===== src/rtl/ysyx_23060221_pkg.sv =====
// Shared definitions for the ysyx_23060221 instruction fetch unit.
// Holds the fetch FSM state enum, reset PC default, the NOP encoding used
// while no real instruction has been fetched, the bus OKAY response code,
// the packed fetch-result payload and small address helpers.
package ysyx_23060221_pkg;

    localparam int unsigned XLEN   = 32;
    localparam int unsigned RESP_W = 2;

    localparam logic [XLEN-1:0]   RESET_PC_DEFAULT = 32'h8000_0000;
    localparam logic [XLEN-1:0]   INST_NOP         = 32'h0000_0013;  // addi x0, x0, 0
    localparam logic [RESP_W-1:0] RESP_OKAY        = 2'b00;

    // Fetch sequencing: request -> response -> present to decode -> wait for next PC
    typedef enum logic [1:0] {
        S_REQ  = 2'd0,
        S_RESP = 2'd1,
        S_OUT  = 2'd2,
        S_WAIT = 2'd3
    } ifu_state_e;

    // Instruction word handed to decode together with its fault flag
    typedef struct packed {
        logic [XLEN-1:0] inst;
        logic            fault;
    } fetch_pkt_t;

    // True when the two low PC bits make the address non-word-aligned
    function automatic logic pc_misaligned(input logic [1:0] pc_lo);
        return pc_lo != 2'b00;
    endfunction

    // Word-aligned bus address for a PC
    function automatic logic [XLEN-1:0] word_addr(input logic [XLEN-1:0] pc);
        return pc & ~XLEN'(3);
    endfunction

endpackage


===== src/rtl/ysyx_23060221_ifu_fsm.sv =====
// Fetch control FSM for the ysyx_23060221 IFU.
// Ports:
//   clk, rst_n          clock, asynchronous active-low reset
//   arready, rvalid     read-address / read-data channel handshakes from the bus
//   idu_ready           decode stage accepts the presented instruction
//   npc_valid           next-PC pulse from writeback
//   misalign_pc         current PC is misaligned (tied low when alignment checking is off)
//   misalign_npc        incoming npc is misaligned (tied low when alignment checking is off)
//   arvalid, rready,
//   ifu_valid           registered handshake outputs
//   resp_take_c         this cycle latches read data into the instruction register
//   misalign_take_c     this cycle skips the bus and presents a faulting NOP
//   npc_take_c          this cycle loads npc into the PC
module ysyx_23060221_ifu_fsm
    import ysyx_23060221_pkg::*;
(
    input  logic clk,
    input  logic rst_n,
    input  logic arready,
    input  logic rvalid,
    input  logic idu_ready,
    input  logic npc_valid,
    input  logic misalign_pc,
    input  logic misalign_npc,
    output logic arvalid,
    output logic rready,
    output logic ifu_valid,
    output logic resp_take_c,
    output logic misalign_take_c,
    output logic npc_take_c
);

    ifu_state_e state_q, state_d;
    logic       arvalid_q, arvalid_d;
    logic       rready_q, rready_d;
    logic       ifu_valid_q, ifu_valid_d;
    logic       next_pc_misaligned;

    // Next-state, transfer strobes and next values of the registered outputs
    always_comb begin
        state_d         = state_q;
        resp_take_c     = 1'b0;
        misalign_take_c = 1'b0;
        npc_take_c      = 1'b0;

        unique case (state_q)
            S_REQ: begin
                // npc_valid is deliberately ignored while a fetch is in flight
                if (misalign_pc) begin
                    state_d         = S_OUT;
                    misalign_take_c = 1'b1;
                end else if (arvalid_q && arready) begin
                    state_d = S_RESP;
                end
            end
            S_RESP: begin
                if (rvalid) begin
                    state_d     = S_OUT;
                    resp_take_c = 1'b1;
                end
            end
            S_OUT: begin
                // A next PC arriving with the decode handshake skips S_WAIT
                if (ifu_valid_q && idu_ready) begin
                    if (npc_valid) begin
                        state_d    = S_REQ;
                        npc_take_c = 1'b1;
                    end else begin
                        state_d = S_WAIT;
                    end
                end
            end
            S_WAIT: begin
                if (npc_valid) begin
                    state_d    = S_REQ;
                    npc_take_c = 1'b1;
                end
            end
            default: begin
                state_d = S_REQ;
            end
        endcase

        // Entering S_REQ from elsewhere always comes with a freshly loaded npc
        next_pc_misaligned = (state_q == S_REQ) ? misalign_pc : misalign_npc;

        arvalid_d   = (state_d == S_REQ) && !next_pc_misaligned;
        rready_d    = (state_d == S_RESP);
        ifu_valid_d = (state_d == S_OUT);
    end

    // State and handshake output registers
    always_ff @(posedge clk or negedge rst_n) begin
        if (!rst_n) begin
            state_q     <= S_REQ;
            arvalid_q   <= 1'b0;
            rready_q    <= 1'b0;
            ifu_valid_q <= 1'b0;
        end else begin
            state_q     <= state_d;
            arvalid_q   <= arvalid_d;
            rready_q    <= rready_d;
            ifu_valid_q <= ifu_valid_d;
        end
    end

    assign arvalid   = arvalid_q;
    assign rready    = rready_q;
    assign ifu_valid = ifu_valid_q;

endmodule


===== src/rtl/ysyx_23060221_ifu.sv =====
// Instruction fetch unit: issues one word read per PC, holds the returned
// instruction for the decode stage, then waits for writeback to supply the
// next PC. No internal PC increment.
// Ports:
//   clk, rst_n                      clock, asynchronous active-low reset
//   araddr/arvalid/arready          read-address channel
//   rdata/rresp/rvalid/rready       read-data channel (rresp != OKAY marks a bad fetch)
//   inst/pc/fetch_fault/IFU_valid   instruction presented to decode
//   IDU_ready                       decode accepts the instruction
//   npc/npc_valid                   next PC from writeback (single-cycle pulse)
// Build option:
//   YSYX_23060221_IFU_ALIGN_CHECK_EN  misaligned PCs skip the bus and present a faulting NOP;
//                                     when undefined the low PC bits are dropped from araddr.
module ysyx_23060221_ifu
    import ysyx_23060221_pkg::*;
#(
    parameter logic [31:0] RESET_PC = RESET_PC_DEFAULT
) (
    input  logic        clk,
    input  logic        rst_n,
    output logic [31:0] araddr,
    output logic        arvalid,
    input  logic        arready,
    input  logic [31:0] rdata,
    input  logic [1:0]  rresp,
    input  logic        rvalid,
    output logic        rready,
    output logic [31:0] inst,
    output logic [31:0] pc,
    output logic        IFU_valid,
    input  logic        IDU_ready,
    input  logic [31:0] npc,
    input  logic        npc_valid,
    output logic        fetch_fault
);

    logic [XLEN-1:0] pc_q, pc_d;
    fetch_pkt_t      pkt_q, pkt_d;

    logic resp_take_c;
    logic misalign_take_c;
    logic npc_take_c;
    logic misalign_pc;
    logic misalign_npc;

`ifdef YSYX_23060221_IFU_ALIGN_CHECK_EN
    assign misalign_pc  = pc_misaligned(pc_q[1:0]);
    assign misalign_npc = pc_misaligned(npc[1:0]);
`else
    assign misalign_pc  = 1'b0;
    assign misalign_npc = 1'b0;
`endif

    ysyx_23060221_ifu_fsm u_fsm (
        .clk             (clk),
        .rst_n           (rst_n),
        .arready         (arready),
        .rvalid          (rvalid),
        .idu_ready       (IDU_ready),
        .npc_valid       (npc_valid),
        .misalign_pc     (misalign_pc),
        .misalign_npc    (misalign_npc),
        .arvalid         (arvalid),
        .rready          (rready),
        .ifu_valid       (IFU_valid),
        .resp_take_c     (resp_take_c),
        .misalign_take_c (misalign_take_c),
        .npc_take_c      (npc_take_c)
    );

    // PC and fetched-instruction next values
    always_comb begin
        pc_d  = pc_q;
        pkt_d = pkt_q;

        if (npc_take_c) begin
            pc_d = npc;
        end

        if (resp_take_c) begin
            pkt_d.inst  = rdata;
            pkt_d.fault = (rresp != RESP_OKAY);
        end else if (misalign_take_c) begin
            pkt_d.inst  = INST_NOP;
            pkt_d.fault = 1'b1;
        end
    end

    // Datapath registers
    always_ff @(posedge clk or negedge rst_n) begin
        if (!rst_n) begin
            pc_q        <= RESET_PC;
            pkt_q.inst  <= INST_NOP;
            pkt_q.fault <= 1'b0;
        end else begin
            pc_q  <= pc_d;
            pkt_q <= pkt_d;
        end
    end

    // Only issued when aligned under the alignment check, so masking is harmless there
    assign araddr      = word_addr(pc_q);
    assign pc          = pc_q;
    assign inst        = pkt_q.inst;
    assign fetch_fault = pkt_q.fault;

endmodule

===== config.mk =====
export PLATFORM = sky130hd
export DESIGN_NAME = ysyx_23060221_ifu
export DESIGN_NICKNAME = d
export VERILOG_FILES = /design/src/rtl/ysyx_23060221_pkg.sv /design/src/rtl/ysyx_23060221_ifu_fsm.sv /design/src/rtl/ysyx_23060221_ifu.sv
export SDC_FILE = /design/constraint.sdc
export NUM_CORES = 1
export LEC_CHECK = 0
export BUFFER_PORTS_ARGS = -buffer_cell sky130_fd_sc_hd__buf_2
export CORE_ASPECT_RATIO = 1.75
export CORE_MARGIN = 3
export CORE_UTILIZATION = 40
export CTS_CLUSTER_SIZE = 24
export DETAILED_ROUTE_END_ITERATION = 8
export GPL_ROUTABILITY_DRIVEN = 1
export HOLD_SLACK_MARGIN = 0.02
export PLACE_DENSITY = 0.79
export SKIP_LAST_GASP = 1
export SLEW_MARGIN = 25
export SYNTH_ARGS = -nofsm -noshare
export SYNTH_HDL_FRONTEND = slang
export SYNTH_SLANG_ARGS = --single-unit

===== constraint.sdc =====
create_clock -name clk -period 1.2 [get_ports clk]
set_input_delay 0.12 -clock clk [delete_from_list [all_inputs] [get_ports clk]]
set_output_delay 0.12 -clock clk [all_outputs]
set_load 0.01 [all_outputs]

Yosys cells after proc, flatten, opt, wreduce, memory -nomap -nowiden:

Cells that the tools add are included.

* bits in registers: 70

* equality and inequality tests: 5
* mux-type cells: 12
* reduce and logical (&&, ||, !) cells: 5

Operators by type and width (number)
* two-way mux 33 bit: 1
* two-way mux 2 bit: 5
* one-hot mux 2 bit (4 select lines): 1
* equality test 2 bit, second input constant: 3
* equality test 2 x 1 -> 1 bit, second input constant: 2
* zero test 2 bit: 2
* two-way mux 1 bit: 4
* logical AND 1 bit: 2
* one-hot mux 1 bit (2 select lines): 1
* nonzero test 2 bit: 1

Logic depth before layout (Yosys ltp):

Gate-level depths: netlist (run 1).

* depth after elaboration: 4
* mapped depth: 5
* gate-level depth less buffers: 3

Hierarchy:

From an unflattened synthesis (run 1), not the netlist that was laid out.

* cells, all modules: 204
* area, all modules: 2862.7 um2

Modules (own cells, without submodules)
* ysyx_23060221_ifu: instances 1, cells each 183, area each 2631.3 um2, sequential area each 1631.6 um2
* ysyx_23060221_ifu_fsm: instances 1, cells each 21, area each 231.5 um2, sequential area each 125.1 um2

Worst setup path before layout (run 1):

OpenSTA, ideal clock, no wires.

* kind: register to register
* start: reg u_fsm.state_q[1]
* end: reg inst[10] (netlist name)
* library setup time: 125 ps
* data arrival time: 1160 ps
* slack: -85 ps
* cell stages (with the launch flop): 5
* path buffers: 2
* clock period less this slack: 1285 ps
* path through: dfrtp_1 -> nand3b_1 -> buf_6 -> buf_6 -> mux2_4

* longest elaborated chain between the ends: 2

Ends and longest elaborated chain
* start: declaration: RTL line ysyx_23060221_ifu_fsm.sv:33 `ifu_state_e state_q, state_d;`
* start signal: assignment: RTL line ysyx_23060221_ifu_fsm.sv:100 `state_q <= state_d;`
* equality test 2 x 1 -> 1 bit: RTL line ysyx_23060221_ifu_fsm.sv:46 `unique case (state_q)`
* two-way mux 1 bit: RTL line ysyx_23060221_ifu_fsm.sv:46

Every way passes these cells.
A chain may end at the register's enable or synchronous reset.

Worst setup path in the final report (run 1):

* start: reg u_fsm.state_q[1]
* end: reg inst[22] (netlist name)

* longest elaborated chain between the ends: 2

Ends and longest elaborated chain (RTL line)
* equality test 2 x 1 -> 1 bit: ysyx_23060221_ifu_fsm.sv:46
* two-way mux 1 bit: ysyx_23060221_ifu_fsm.sv:46

Every way passes these cells.

==> flow_summary.rst, run 1 <==
.. list-table::
   :header-rows: 1

   * - Metric
     - Value
   * - Buffers plus inverters on the worst setup path
     - 2
   * - Post-layout minimum cycle time
     - 1.37 ns
   * - Number of buffers created by CTS
     - 9
   * - Worst setup slack after placement
     - -0.126 ns
   * - Worst-skew pair later-pin latency
     - 0.32 ns
   * - Die height
     - 121 um
   * - Category of the critical setup timing path
     - register to register
   * - Unrepaired setup endpoints after global routing
     - true
   * - Vias per inst
     - 4.54
   * - Cell total after placement
     - 416
   * - Final weighted congestion in routability-driven placement
     - 0.726
   * - First-pass GRT wire length
     - around 11000 um
   * - Number of I/O pins
     - 172
   * - Number of antenna cells inserted
     - 0
   * - Standard cell core area
     - between 7000 and 8000 um^2
   * - Pin count of the biggest net entering global routing
     - roughly 70
   * - Number of nets at the end of the flow
     - 465
   * - Final antenna-violating net count
     - 0
   * - WL per Instance
     - about 16 um
   * - Reported net switching power
     - 0.00411 W
   * - Maximum count of clock buffers along a single path
     - 2
   * - Clock tree root driver cell
     - clkbuf_16
   * - Period utilisation layout
     - 114%
   * - Initial detailed-routing violation count
     - between 90 and 100
   * - Setup-violating endpoint count in the final report
     - 65
   * - Sequential element share of the synthesized area
     - 58.6%
   * - Count of synthesis-stage warnings from yosys
     - 0
   * - Setup WS post-layout
     - -0.167 ns
   * - Placed inst area
     - 3740 um^2
   * - Arrival time at the worst endpoint
     - 1.57 ns
   * - Combinational share of power
     - a little over two fifths
   * - Top FF cell, synth
     - dfrtp_1
   * - Routed wire length
     - 7720 um
   * - Cell row count
     - between 40 and 50
   * - Commonest non-fill, non-tap cell in the layout
     - buf_2
   * - Number of max-capacitance violations reported
     - 0
   * - Max H-tree Level
     - 3
   * - TritonCTS clock tree
     - yes
   * - Via count of the first global-routing pass
     - 2233
   * - Net switching share of the total power
     - 31.2%
   * - Gate count of the mapped netlist
     - 191
   * - Result of the run
     - finished, violations left
   * - Die span in x
     - 71.4 um
   * - Clock-pin slew reported for the worst setup and hold paths after clock tree synthesis
     - 0.06 ns
   * - Synth-to-Final Area Change
     - 58.5%
   * - Count of input and output buffers
     - 169
   * - Standard cell with the maximum stage delay on the critical path
     - dfrtp_1
   * - Sequential share of power
     - 33.2%
   * - Number of sinks on the clock net
     - 70
   * - Failing checks
     - negative setup slack
   * - Cell area after layout
     - roughly 4700 um^2
   * - Final Instance Count excl. Fillers
     - 484
   * - Worst reg2reg startpoint
     - u_fsm.state_q[1]
   * - Number of design rule violations left after detail routing
     - 0
   * - Maximum clock skew at final layout
     - approximately 0.0069 ns
   * - Die area
     - 8610 um^2
   * - Remaining Overflow, GRT
     - 0
   * - Post-detail-place hpwl
     - 4740 um
   * - Critical path required time
     - 1.41 ns
   * - Fraction of power consumed by the clock network
     - 24.7%
   * - Number of max-slew violations in the final report
     - 0
   * - Class of the most critical hold timing path
     - input port to register
   * - CP Capture Type
     - register
   * - Total number of vias
     - 2196
   * - Leakage component of the power
     - about 2.5 nW
   * - Leading cell types in the layout, fill and taps excluded
     - buf_2 (169), dfrtp_1 (66), dlygate4sd3_1 (41)
   * - Mean cell area of the mapped netlist
     - 15.7 um^2
   * - Source of the worst hold timing path
     - rresp[0]
   * - Slowest stage delay, CP
     - around 0.42 ns
   * - Post-synth design cell area
     - 3000 um^2
   * - Flops & latches, synth
     - 70
   * - FMAX
     - 732 MHz
   * - Share of final-layout standard cells stronger than drive strength 1
     - around 70%
   * - Share of flip-flops with an asynchronous set or reset
     - 100%
   * - CP delay by family, top
     - flip-flops
   * - Crit-path max FO
     - 9
   * - Peak supply drop
     - around 1700 uV
   * - Crit. Startpoint
     - u_fsm.state_q[1]
   * - Global-route total usage across every layer
     - 16.4%
   * - Cells along the critical path
     - nand3b_1 > buf_6 > clkbuf_16 > mux2_4
   * - Pint
     - 0.00906 W
   * - Antenna violations before repair
     - 0
   * - CP startpoint kind
     - register
   * - Number of detailed-routing iterations run before antenna repair
     - 4
   * - EDFF count, synth
     - 0
   * - Number of library cell types mapped by synthesis
     - 17
   * - Effective utilization at floorplan
     - 41.4%
   * - Power per standard cell area
     - 2770 nW/um^2
   * - Hold violation count in the final report
     - 0
## power by group through the flow
| stage | sequential (W) | clock (W) | combinational, W |
|---|---|---|---|
| global route | 0.00455 | 0.00341 | 0.00592 |
| global placement | 0.00430 | 0 | 0.00493 |
| floorplan | 0.00490 | 0 | 0.00295 |
| finish | 0.00438 | 0.00325 | 0.00554 |
| CTS | 0.00436 | 0.00333 | 0.00517 |
| detailed placement | 0.00437 | 0 | 0.00502 |
## final timing paths
kind | to | slack (ns) | cells past startpoint
min | fetch_fault | 0.03 | 3
max in group asynchronous | inst[0] | 0.53 | 3
min reg2reg | inst[16] | 0.50 | 1
min in group asynchronous | pc[23] | 0.35 | 3
max | inst[22] | -0.17 | 4
max reg2reg | inst[22] | -0.17 | 4
## per-stage QoR
stage	TNS (ns)	utilization [%]	total power, W	hold WS (ns)
after floorplan	-4.48	-	0.00784	-0.176
after global placement	-3.20	51.8	0.00923	0.168
after detailed placement	-6.00	51.8	0.00939	0.176
after CTS	-6.36	62.7	0.0129	0.0209
after global routing	-11.42	65.6	0.0139	0.0210
final	-7.47	65.6	0.0132	0.0280
## state kept, by name, summed over array words and instances (netlist names)
signal           count
inst                32
pc                  32
u_fsm.state_q        2
fetch_fault          1
u_fsm.arvalid        1
u_fsm.ifu_valid      1
u_fsm.rready         1
## worst min-delay path, cell delays in order
cell,delay (ns)
buf_2,0.07
nor2_1,0.03
o21ai_2,0.09
## cells in the mapped netlist, types with 3 or more instances
cell type	count	area, um^2
buf_6	7	78.8
nor2_1	3	11.3
mux2_4	26	390
mux2_2	39	439
dfstp_2	4	105
nand2_1	5	18.8
buf_4	32	240
dfrtp_1	66	1650
## layer usage
metal  vias to the layer above  routed length [um]  global-route usage [%]
li1                       1026                   -                       -
met1                      1064                2680                    17.3
met3                        11                 452                    4.91
met4                         0                 125                    6.12
met5                         -                   0                       0
met2                        95                4460                    29.8
## final cells by class
type	instances	area, um^2
Clock inverter	6	133
Timing Repair Buffer	229	1530
Sequential cell	70	1760
Clock buffer	10	239
Fill cell	521	2480
Tap cell	86	108
Multi-Input combinational cell	83	980
## timing repair
action,CTS,global route
endpoints found under the hold margin,106,0
hold buffers,41,0
endpoints found under the setup margin,64,65
gates cloned,0,7
pin swaps,0,1
setup buffers,1,3
gates resized for setup,0,17
## logic make-up (layout without fill, tap and decap cells)
kind of cell           count (synthesis)  count (layout)  synth area share, %
muxes                                 65              65                 27.7
and+or+nand+nor                       12              12                 2.00
DFF                                   70              70                 58.6
AOI/OAI and AO/OA                      4               4                0.919
other                                  1               2                0.125
buffers and inverters                 39             245                 10.6
Note: power is estimated with default switching activity, not from simulation.
==> inputs of run 2 (changes only) <==
--- a/config.mk
+++ b/config.mk
@@ -14,6 +14,7 @@
 export GPL_ROUTABILITY_DRIVEN = 1
 export HOLD_SLACK_MARGIN = 0.02
 export PLACE_DENSITY = 0.79
+export REMOVE_ABC_BUFFERS = 1
 export SKIP_LAST_GASP = 1
 export SLEW_MARGIN = 25
 export SYNTH_ARGS = -nofsm -noshare
==> flow_summary.rst, run 2 (synthesis gave the netlist of run 1 again) <==
.. list-table::
   :header-rows: 1

   * - Metric
     - Value
   * - Result of the run
     - finished, violations left
   * - Failing checks
     - negative setup slack
   * - Filler cell count
     - 498
   * - Power per standard cell area
     - 2720 nW/um^2
   * - Class of the most critical hold timing path
     - input port to register
   * - Clock-pin slew reported for the worst setup and hold paths after clock tree synthesis
     - about 0.06 ns
   * - Number of sinks on the clock net
     - 70
   * - Leakage component of the power
     - 2.53 nW
   * - Maximum clock skew at final layout
     - 0.00659 ns
   * - Die height
     - 121 um
   * - Count of input and output buffers
     - 169
   * - Synth-to-Final Area Change
     - 61.2%
   * - Standard cell core area
     - 7230 um^2
   * - Standard cell with the maximum stage delay on the critical path
     - dfrtp_1
   * - Share of final-layout standard cells stronger than drive strength 1
     - about two thirds
   * - Number of buffers created by CTS
     - 9
   * - Power consumption
     - 0.0131 W
   * - Period utilisation layout
     - 109%
   * - Multi-input gate area
     - 946 um^2
   * - Leading cell types in the layout, fill and taps excluded
     - buf_2 (169), dfrtp_1 (66), dlygate4sd3_1 (57)
   * - Register Area
     - approximately 1800 um^2
   * - Peak supply drop
     - approximately 1300 uV
   * - Worst hold stages
     - 2
   * - Remaining Overflow, GRT
     - 0
   * - Setup WS post-layout
     - -0.103 ns
   * - Crit-path max FO
     - 33
   * - Worst reg2reg startpoint
     - u_fsm.ifu_valid
   * - Global-route total usage across every layer
     - ~18%
   * - Setup slack on the worst flop-to-flop path
     - -0.10 ns
   * - WL per Instance
     - 15.2 um
   * - Category of the critical setup timing path
     - register to register
   * - Commonest non-fill, non-tap cell in the layout
     - buf_2
   * - CP startpoint kind
     - register
   * - Final weighted congestion in routability-driven placement
     - 0.726
   * - Maximum count of clock buffers along a single path
     - 2
   * - Final antenna-violating net count
     - 0
   * - Initial detailed-routing violation count
     - 71
   * - FMAX
     - 767 MHz
   * - Routed wire length
     - 7540 um
   * - Source of the worst hold timing path
     - rdata[5]
   * - Number of nets at the end of the flow
     - 476
   * - Number of cells traversed by the worst register-to-register path
     - 4
   * - Vias per inst
     - 4.54
   * - TritonCTS clock tree
     - yes
   * - Cell row count
     - 41
   * - Pin count of the biggest net entering global routing
     - 71
   * - CP Capture Type
     - register
   * - Arrival time at the worst endpoint
     - 1.51 ns
   * - Hold EP
     - inst[5]
   * - First-pass GRT wire length
     - 11600 um
   * - Setup-violating endpoint count in the final report
     - 64
   * - Post-detail-place hpwl
     - 4420 um
   * - Max H-tree Level
     - 3
   * - Die span in x
     - 71.4 um
   * - Total number of vias
     - 2248
   * - Number of max-slew violations in the final report
     - 0
   * - Antenna violations before repair
     - 0
   * - Clock tree root driver cell
     - clkbuf_16
   * - Number of antenna cells inserted
     - 0
   * - Number of detailed-routing iterations run before antenna repair
     - 4
   * - Number of max-capacitance violations reported
     - 0
   * - Unrepaired setup endpoints after global routing
     - true
   * - Via count of the first global-routing pass
     - 2395
   * - Die area
     - approximately 8600 um^2
   * - Cells along the critical path
     - a21oi_2 > nor2_4 > buf_12 > mux2_2
   * - Worst-skew pair later-pin latency
     - between 0.3 and 0.4 ns
   * - Effective utilization at floorplan
     - 41.4%
   * - Endpoint of the worst register-to-register path
     - pc[17]
   * - Critical path required time
     - 1.40 ns
   * - Slowest stage delay, CP
     - 0.38 ns
   * - Post-layout minimum cycle time
     - between 1 and 1.5 ns
   * - Hold violation count in the final report
     - 0
   * - Number of design rule violations left after detail routing
     - 0
   * - Worst-case hold slack
     - ~0.034 ns
   * - Number of I/O pins
     - between 150 and 200
[run 2: cell types whose count changed in the layout (fill, tap and decap cells not counted), sizes merged]
| cell | delta |
|---|---|
| clkinv | -1 |
| buf | -2 |
| inv | +2 |
| clkbuf | -4 |
| bufinv | +1 |
| clkinvlp | -1 |
| dlygate4sd3 | +16 |
[run 2: worst max-delay path: cells and delay by family, from the launching register on]
| kind | cells | cell delay (ns) |
|---|---|---|
| buf+inv | 1 | 0.21 |
| compound gates | 1 | 0.09 |
| simple gates | 1 | 0.13 |
| flops | 1 | 0.38 |
| mux | 1 | 0.36 |
[run 2: per-stage QoR]
step	setup TNS (ns)	worst slack, ns	area (um^2)	std cells	utilization [%]
finish	-5.26	-0.103	4830	495	66.8
global route	-8.48	-0.155	4830	495	66.8
CTS	-5.39	-0.112	4760	492	65.9
detailed placement	-5.30	-0.123	3720	415	51.5
global placement	-3.26	-0.0880	3720	415	51.5
floorplan	-53.41	-1.24	2680	153	-
[run 2: how the worst max path moves through the flow]
| stage | from | to | depth (start not counted) | slack (ns) |
|---|---|---|---|---|
| 3_5_place_dp | u_fsm.state_q[0] | inst[3] | 3 | -0.12 |
| 6_report | u_fsm.ifu_valid | pc[17] | 4 | -0.10 |
| 5_1_grt | u_fsm.ifu_valid | pc[17] | 4 | -0.16 |
| 4_1_cts | u_fsm.ifu_valid | pc[17] | 4 | -0.11 |
| 2_1_floorplan | u_fsm.state_q[1] | inst[10] | 2 | -1.24 |
| 3_3_place_gp | u_fsm.state_q[0] | inst[31] | 3 | -0.09 |
[run 2: timing repair]
item,CTS,global route
hold buffers,56,1
setup endpoints to repair,64,66
hold endpoints to repair,121,1
pin swaps,0,2
resized for setup,4,8
buffers inserted,3,1
gates cloned,2,1
[run 2: per-layer routing]
metal / share of wire [%] / GRT usage, %
met1: 36 / 18.2
met2: 55 / 32.0
met3: 7.2 / 6.16
met4: 1.8 / 7.29
met5: 0 / 0
[run 2: power by group]
part           total (W)  internal [W]  leakage (nW)  switching, W
clock            0.00347       0.00246         0.191       0.00100
sequential       0.00435       0.00361         0.835      0.000737
combinational    0.00532       0.00300          1.51       0.00232
[run 2: final cells by class]
type,count,area share (%)
Sequential cell,70,36.4
Clock buffer,9,4.66
Multi-Input combinational cell,83,19.6
Timing Repair Buffer,240,33.7
Tap cell,86,2.23
Clock inverter,7,3.47
